<file path="config.mk">
export PLATFORM = sky130hd
export DESIGN_NAME = x4xx_gpio_tx_arbiter
export DESIGN_NICKNAME = d
export VERILOG_FILES = /design/src/rtl/x4xx_gpio_tx_arbiter.sv
export SDC_FILE = /design/constraint.sdc
export NUM_CORES = 1
export LEC_CHECK = 0
export ABC_CLOCK_PERIOD_IN_PS = 2750
export CAP_MARGIN = 20
export CORE_MARGIN = 2
export CORE_UTILIZATION = 40
export DETAILED_ROUTE_END_ITERATION = 16
export MAX_ROUTING_LAYER = met4
export PLACE_DENSITY_LB_ADDON = 0.2
export SYNTH_ARGS = -nofsm -noshare
export SYNTH_HDL_FRONTEND = slang
export SYNTH_SLANG_ARGS = --single-unit
</file>
<file path="constraint.sdc">
create_clock -name radio_clk -period 2.75 [get_ports radio_clk]
set_input_delay 0.55 -clock radio_clk [delete_from_list [all_inputs] [get_ports radio_clk]]
set_output_delay 0.55 -clock radio_clk [all_outputs]
set_load 0.03 [all_outputs]
</file>
<file path="src/rtl/x4xx_gpio_tx_arbiter.sv">
// x4xx_gpio_tx_arbiter: round-robin ownership of the shared GPIO TX line; the owner's selected sample bit drives gpio_out on each strobe
// Ports: radio_clk/radio_rst (sync, active-high); cfg_wr/cfg_addr/cfg_data write CTRL(0), HOLD(1), GAP(2);
//   chan_req/tx_data/tx_stb from the TX channels; chan_grant (one-hot owner), gpio_out, gpio_oe to the GPIO mux.
// Build option X4XX_GPIO_ARB_STATS_EN adds grant_count (IDLE->OWN count) and last_owner outputs.
module x4xx_gpio_tx_arbiter #(
  parameter int NUM_CHANNELS = 4,
  parameter int RADIO_SPC    = 1,
  parameter int HOLD_W       = 16
) (
  input  logic                                 radio_clk,
  input  logic                                 radio_rst,
  input  logic                                 cfg_wr,
  input  logic [1:0]                           cfg_addr,
  input  logic [31:0]                          cfg_data,
  input  logic [NUM_CHANNELS-1:0]              chan_req,
  input  logic [32*RADIO_SPC*NUM_CHANNELS-1:0] tx_data,
  input  logic [NUM_CHANNELS-1:0]              tx_stb,
  output logic [NUM_CHANNELS-1:0]              chan_grant,
  output logic                                 gpio_out,
  output logic                                 gpio_oe
`ifdef X4XX_GPIO_ARB_STATS_EN
  ,
  output logic [15:0]                          grant_count,
  output logic [2:0]                           last_owner
`endif
);
  localparam int IW = NUM_CHANNELS > 1 ? $clog2(NUM_CHANNELS) : 1;
  localparam int DW = 32 * RADIO_SPC * NUM_CHANNELS;
  localparam int PW = $clog2(DW);
  localparam logic [2:0] SMAX = 3'(RADIO_SPC - 1);
  typedef enum logic [1:0] {IDLE, OWN, GAP} state_t;
  state_t                  state_q;
  logic                    en_q;
  logic [4:0]              bsel_q;
  logic [2:0]              ssel_q;
  logic [HOLD_W-1:0]       hold_cfg_q, gap_cfg_q, hold_q, gap_q;
  logic [IW-1:0]           rr_q, owner_q, pick_d;
  logic [NUM_CHANNELS-1:0] grant_q, rot_d;
  logic                    out_q, oe_q, bit_d;
  logic [2:0]              ssel_d;
  logic [PW-1:0]           pos_d;
  logic                    unused_cfg;
  assign unused_cfg = ^cfg_data;
  assign chan_grant = grant_q;
  assign gpio_out = out_q;
  assign gpio_oe = oe_q;
  // rotate requests so bit 0 is the rr pointer; the lowest set bit wins
  always_comb begin
    rot_d = NUM_CHANNELS'({chan_req, chan_req} >> rr_q);
    pick_d = rr_q;
    for (int i = NUM_CHANNELS - 1; i >= 0; i--)
      if (rot_d[i]) pick_d = IW'((int'(rr_q) + i) % NUM_CHANNELS);
  end
  always_comb begin
    ssel_d = (ssel_q > SMAX) ? SMAX : ssel_q;
    pos_d = PW'(32 * (RADIO_SPC * int'(owner_q) + int'(ssel_d)) + int'(bsel_q));
    bit_d = tx_data[pos_d];
  end
  always_ff @(posedge radio_clk) begin
    if (radio_rst) begin
      state_q    <= IDLE;
      en_q       <= 1'b0;
      bsel_q     <= '0;
      ssel_q     <= '0;
      hold_cfg_q <= '0;
      gap_cfg_q  <= '0;
      hold_q     <= '0;
      gap_q      <= '0;
      rr_q       <= '0;
      owner_q    <= '0;
      grant_q    <= '0;
      out_q      <= 1'b0;
      oe_q       <= 1'b0;
`ifdef X4XX_GPIO_ARB_STATS_EN
      grant_count <= '0;
      last_owner  <= '0;
`endif
    end else begin
      if (cfg_wr && cfg_addr == 2'd0) begin
        en_q   <= cfg_data[0];
        bsel_q <= cfg_data[5:1];
        ssel_q <= cfg_data[8:6];
      end
      if (cfg_wr && cfg_addr == 2'd1) hold_cfg_q <= cfg_data[HOLD_W-1:0];
      if (cfg_wr && cfg_addr == 2'd2) gap_cfg_q <= cfg_data[HOLD_W-1:0];
      // disabling drops ownership immediately and skips the gap
      if (!en_q) begin
        state_q <= IDLE;
        grant_q <= '0;
        oe_q    <= 1'b0;
        out_q   <= 1'b0;
      end else if (state_q == IDLE) begin
        if (|chan_req) begin
          state_q <= OWN;
          owner_q <= pick_d;
          grant_q <= NUM_CHANNELS'(1) << pick_d;
          oe_q    <= 1'b1;
          hold_q  <= hold_cfg_q;
`ifdef X4XX_GPIO_ARB_STATS_EN
          grant_count <= grant_count + 16'd1;
          last_owner  <= 3'(pick_d);
`endif
        end
      end else if (state_q == OWN) begin
        // release wins over a same-cycle strobe
        if (hold_q == '0 && !chan_req[owner_q]) begin
          state_q <= (gap_cfg_q == '0) ? IDLE : GAP;
          gap_q   <= gap_cfg_q;
          rr_q    <= (owner_q == IW'(NUM_CHANNELS - 1)) ? '0 : owner_q + 1'b1;
          grant_q <= '0;
          oe_q    <= 1'b0;
          out_q   <= 1'b0;
        end else begin
          hold_q <= (hold_q == '0) ? '0 : hold_q - 1'b1;
          if (tx_stb[owner_q]) out_q <= bit_d;
        end
      end else begin
        gap_q   <= gap_q - 1'b1;
        state_q <= (gap_q > HOLD_W'(1)) ? GAP : IDLE;
      end
    end
  end
endmodule
</file>
After elaboration in Yosys (flattened, before gate mapping)
Cells that the tools add are included.

word-level totals
  register bits after elaboration = 85
  input port bits = 173
  word-level logic and storage cells = 93
  output and inout bits = 6

cells by class
  shift-type cells = 2
  reduce and logical (&&, ||, !) cells = 21
  $lt $le $gt $ge = 4
  $add $sub $neg = 8
  eq/ne operators = 8
  bitwise logic cells = 2
  mux-type cells = 35

operators by type and width
  operator                                                                           number
  16-bit 2-to-1 mux                                                                  7
  16-bit logical NOT                                                                 2
  16-bit by 1-bit subtractor with 16-bit output (second input constant)              2
  2-bit 2-to-1 mux                                                                   12
  16-bit by 1-bit greater-than comparator with 1-bit output (second input constant)  1
  4-bit 2-to-1 mux                                                                   4
  3-bit AND reduction                                                                4
  1-bit 2-to-1 mux                                                                   9
  7-bit by 8-bit < comparator with 1-bit output (second input constant)              1
  4-bit AND reduction                                                                2
  8-bit by 2-bit >> shifter with 4-bit output                                        1
  7-bit by 5-bit adder with 7-bit output                                             1
  1-bit binary-select mux with 7-bit select                                          1
  2-bit nonzero test                                                                 3
  2-bit by 1-bit adder with 2-bit output (second input constant)                     2
  2-bit adder (second input constant)                                                2
  1-bit binary-select mux with 2-bit select                                          2
  2-bit by 1-bit equality test with 1-bit output (second input constant)             2
  2-bit equality test (second input constant)                                        2
  1-bit logical AND                                                                  4
  2-bit logical NOT                                                                  2
  2-bit by 1-bit inequality test with 1-bit output (second input constant)           2
  4-bit OR reduction                                                                 1
  1-bit by 2-bit left shift with 4-bit output (first input constant)                 1
  other kinds (9)                                                                    10

Depth between registers and ports, before layout
Gate-level depths: netlist of run 1.

  depth in word-level cells = 8
  gate-level depth with buffers = 11
  depth with buffers taken out = 8

Worst setup path after synthesis of run 1
No wires, ideal clock.

  path kind = register -> register
  start point = register hold_q[0]
  end point = register rr_q[0]
  setup slack = 378 ps
  buffers on the path = 1
  setup time = 70 ps
  clock period less this slack = 2,372 ps
  required time = 2,680 ps
  arrival time = 2,301 ps
  cell stages (with the launch flop) = 10
  cells stage by stage = dfxtp_1 > inv_1 > ha_1 > or4b_1 > buf_2 > or3_4 > nor4b_4 > nand2_1 > or3_1 > a21oi_1

between the ends
  cells in the longest elaborated chain, start to end = 3

ends and longest elaborated chain
  element                        line  text
  from (decl)                    36    logic [HOLD_W-1:0] hold_cfg_q, gap_cfg_q, hold_q, gap_q;
  from (signal assigned)         98    hold_q <= hold_cfg_q;
  from (signal assigned)         114   hold_q <= (hold_q == '0) ? '0 : hold_q - 1'b1;
  16-bit logical NOT             106   if (hold_q == '0 && !chan_req[owner_q]) begin
  1-bit logical AND              106
  4-bit AND reduction (no line)  --
  to (signal assigned)           109   rr_q <= (owner_q == IW'(NUM_CHANNELS - 1)) ? '0 : owner_q + 1'b1;
  to (decl)                      37    logic [IW-1:0] rr_q, owner_q, pick_d;

Every way passes these cells.
A chain may end at the register's enable or synchronous reset.

Worst setup path after layout of run 1
  start point = register hold_q[0]
  end point = register gap_q[14]

between the ends
  cells in the longest elaborated chain, start to end = 4

ends and longest elaborated chain
  element                                                     line  text
  16-bit logical NOT                                          106
  1-bit logical AND                                           106
  2-bit by 1-bit inequality test with 1-bit output (no line)  --
  3-bit AND reduction (no line)                               --
  to (signal assigned)                                        108   gap_q <= gap_cfg_q;
  to (signal assigned)                                        118   gap_q <= gap_q - 1'b1;
  to (decl)                                                   36

Every way passes these cells.

==> results.json, run 1 <==
{
  "status": "finished clean",
  "placement_rows": 41,
  "routedWlPerCell_um": 17.1,
  "cp.required_ns": 2.93,
  "cts_made_buffers": 9,
  "total_leakage_power_nw": 2.64,
  "avgSynthCellArea_um2": 8.00,
  "detailed_place.area_mm2": 0.00712,
  "die_w_um": 118,
  "final.setup.tns_ns": 0,
  "period_minus_slack_ns": 2.56,
  "globalplace.congestion": 0.943,
  "cts.sink_count": 82,
  "final-hold-violation-count": 0,
  "vdd_ir_drop_max_mv": 0.295,
  "floorplan.initialDensity_pct": 41.1,
  "grt_first_pass_wirelength_um": 27500,
  "yosys_register_bits": 82,
  "detailroute.via_count": 5589,
  "tightestPinTransition_ns": 0.818,
  "p_total_w": 0.00329,
  "yosysSeqAreaShare_pct": 31.5,
  "grt_max_degree": 80,
  "drc_errors": 0,
  "cp_launch_type": "flip-flop",
  "max_freq_mhz": 391,
  "grt_setup_unrepaired": "no",
  "timing.clock.skew_ns": 0.00652,
  "tritoncts_clock_tree": "yes",
  "critical_path_arrival_ns": 2.74,
  "die_h_um": 118,
  "post_cts.resized_instances": 0,
  "core_ar_mm2": 0.0127,
  "antenna_diodes": 0,
  "synthFlopType": "sky130_fd_sc_hd__dfxtp_1",
  "cap_violations": 0,
  "track_usage_pct": 24.9,
  "place.port_buffers": 162,
  "slew_headroom_pct": 45.4,
  "clk_pin_slew_ns": 0.06,
  "cp_max_fo": 13,
  "clock_tree.buffer_depth": 2,
  "min_from": "hold_cfg_q[7]",
  "grt.overflow.total": 0,
  "place.detailed.hpwl_um": 13300,
  "number_of_global_route_vias_before_repair": 5633,
  "htreeDepth": 3,
  "cts.repair_timing.setup_buffer_count": 0,
  "layout.cell_area.non_filler_mm2": 0.00750,
  "syn_nets": 829,
  "yosysTopAreaCellShare_pct": 31.5,
  "yosysTopAreaCell": "sky130_fd_sc_hd__dfxtp_1",
  "cp-startpoint": "hold_q[0]",
  "totalWireLength_um": 16800,
  "yosys.cell_count.top_type": "sky130_fd_sc_hd__nand2_1",
  "slew_viol_final": 0,
  "post_route_cells_drive_above_1_share_pct": 11.3,
  "drtAntennaViolNets": 0,
  "detail_route.iter0.violations": 407,
  "antenna_found_initial": 0,
  "floorplan.die_area_mm2": 0.0140,
  "final_min_period_over_clock_period_pct": 93.1,
  "ys_top_cells_by_count": "sky130_fd_sc_hd__nand2_1 (130), sky130_fd_sc_hd__dfxtp_1 (82), sky130_fd_sc_hd__a21oi_1 (80)",
  "synth.distinct_cells": 60,
  "layout-area-overhead-vs-synth_pct": 43.9,
  "regToRegStartpoint": "hold_q[0]",
  "endpoint_kind": "flip-flop",
  "synth_async_sr_flop_share_pct": 0,
  "clock_root_buffer_master": "sky130_fd_sc_hd__clkbuf_16",
  "viasPerCell": 5.69,
  "syn_inst": 651,
  "firstDrtPassIters": 8,
  "synth.area.top_cells": "sky130_fd_sc_hd__dfxtp_1 (32%), sky130_fd_sc_hd__mux4_2 (13%), sky130_fd_sc_hd__nand2_1 (9.4%), sky130_fd_sc_hd__a21oi_1 (7.7%), sky130_fd_sc_hd__nor2_1 (3.9%)",
  "power_density_mw_per_mm2": 438,
  "path_class": "reg -> reg",
  "floorplan.io_pins": 179,
  "source_to_sink_clock_delay_at_the_later_pin_of_the_worst_skew_pair_ns": 0.34,
  "numPlacedInstances": 967,
  "layoutNonFillerInstCount": 983,
  "mapped_cell_area_mm2": 0.00521,
  "min_path_type": "reg -> reg",
  "synthesis.yosys.warnings": 0,
  "layout.nets": 984,
  "final-setup-viol-count": 0,
  "synth_edf_count": 0,
  "cts_hold_buffers": 0
}
==> layer usage <==
metal | up-vias | part of all wire, % | track usage, %
li1 | 2687 | - | -
met1 | 2690 | 41 | 28.8
met2 | 190 | 52 | 44.4
met3 | 22 | 5.4 | 3.73
met4 | 0 | 1.6 | 7.38
met5 | - | 0 | -
==> power breakdown <==
group	leakage, nW	switching [W]	internal (W)	total, W
sequential	0.664	0.0000252	0.00121	0.00124
clock	0.183	0.000494	0.00101	0.00150
combinational	1.79	0.000208	0.000341	0.000549
==> critical path, stage by stage, from the launching register on <==
cell	delay [ns]
sky130_fd_sc_hd__dfxtp_1	0.32
sky130_fd_sc_hd__inv_1	0.09
sky130_fd_sc_hd__ha_1	0.20
sky130_fd_sc_hd__or4b_1	0.53
sky130_fd_sc_hd__nor3_2	0.22
sky130_fd_sc_hd__and4b_1	0.27
sky130_fd_sc_hd__o21ai_1	0.23
sky130_fd_sc_hd__buf_12	0.24
sky130_fd_sc_hd__o21ai_0	0.19
sky130_fd_sc_hd__a21oi_1	0.10
==> metrics by stage <==
| stage | setup slack (ns) | hold WS [ns] | util [%] |
|---|---|---|---|
| after floorplan | 0.378 | 0.436 | - |
| after detailed placement | -0.0749 | 0.452 | 56.2 |
| after global placement | -0.00216 | 0.449 | 56.2 |
| final | 0.190 | 0.458 | 59.2 |
| after CTS | 0.133 | 0.460 | 59.1 |
| after global routing | 0.0496 | 0.486 | 59.2 |
==> cell type report <==
type,instances,area [um^2]
Fill cell,1143,5170
Multi-Input combinational cell,505,3320
Timing Repair Buffer,193,1890
Sequential cell,82,1640
Clock buffer,10,239
Tap cell,172,215
Clock inverter,6,138
Inverter,15,56.3
==> worst paths after layout <==
kind                            slack (ns)  depth (start not counted)            end
worst min register to register        0.46                          2  hold_cfg_q[7]
worst min-delay path                  0.46                          2  hold_cfg_q[7]
worst max register to register        0.19                          9      gap_q[14]
worst max-delay path                  0.19                          9      gap_q[14]
==> logic make-up after synthesis <==
| kind of cell | synth area share (%) |
|---|---|
| DFF | 31.5 |
| buffers and inverters | 4.85 |
| and+or+nand+nor | 24.8 |
| other | 0.0720 |
| xor gates and xnor gates | 0.336 |
| adders and majority gates | 1.20 |
| AOI/OAI and AO/OA | 20.0 |
| muxes | 17.2 |
==> registers in the layout, indices dropped and copies added (netlist names) <==
register and count:
gap_cfg_q 16, hold_cfg_q 16, gpio_oe 1, chan_grant 4
state_q 2, en_q 1, hold_q 16, gpio_out 1
gap_q 16, bsel_q 5, owner_q 2, rr_q 2
==> cell usage in the layout (no fill, tap or decap), drive strengths merged, types with 7 or more instances in the layout <==
cell type | netlist | final
a22oi | 7 | 7
nor3 | 16 | 16
nor2 | 54 | 54
clkdlybuf4s50 | 0 | 161
clkbuf | 38 | 10
nor4 | 8 | 8
mux2i | 20 | 20
buf | 11 | 32
nand3 | 14 | 14
or3 | 10 | 10
dfxtp | 82 | 82
nand2 | 130 | 130
a21oi | 80 | 80
o31ai | 7 | 7
o21ai | 29 | 29
mux4 | 31 | 31
nand3b | 7 | 7
inv | 14 | 14
Power figures use the tool's default switching activity.
==> inputs of run 2 (changes only) <==
HOLD_SLACK_MARGIN = 0.03   (was not set)
==> results of run 2 <==
Final layout, timing and power as in run 1 (identical DEF).
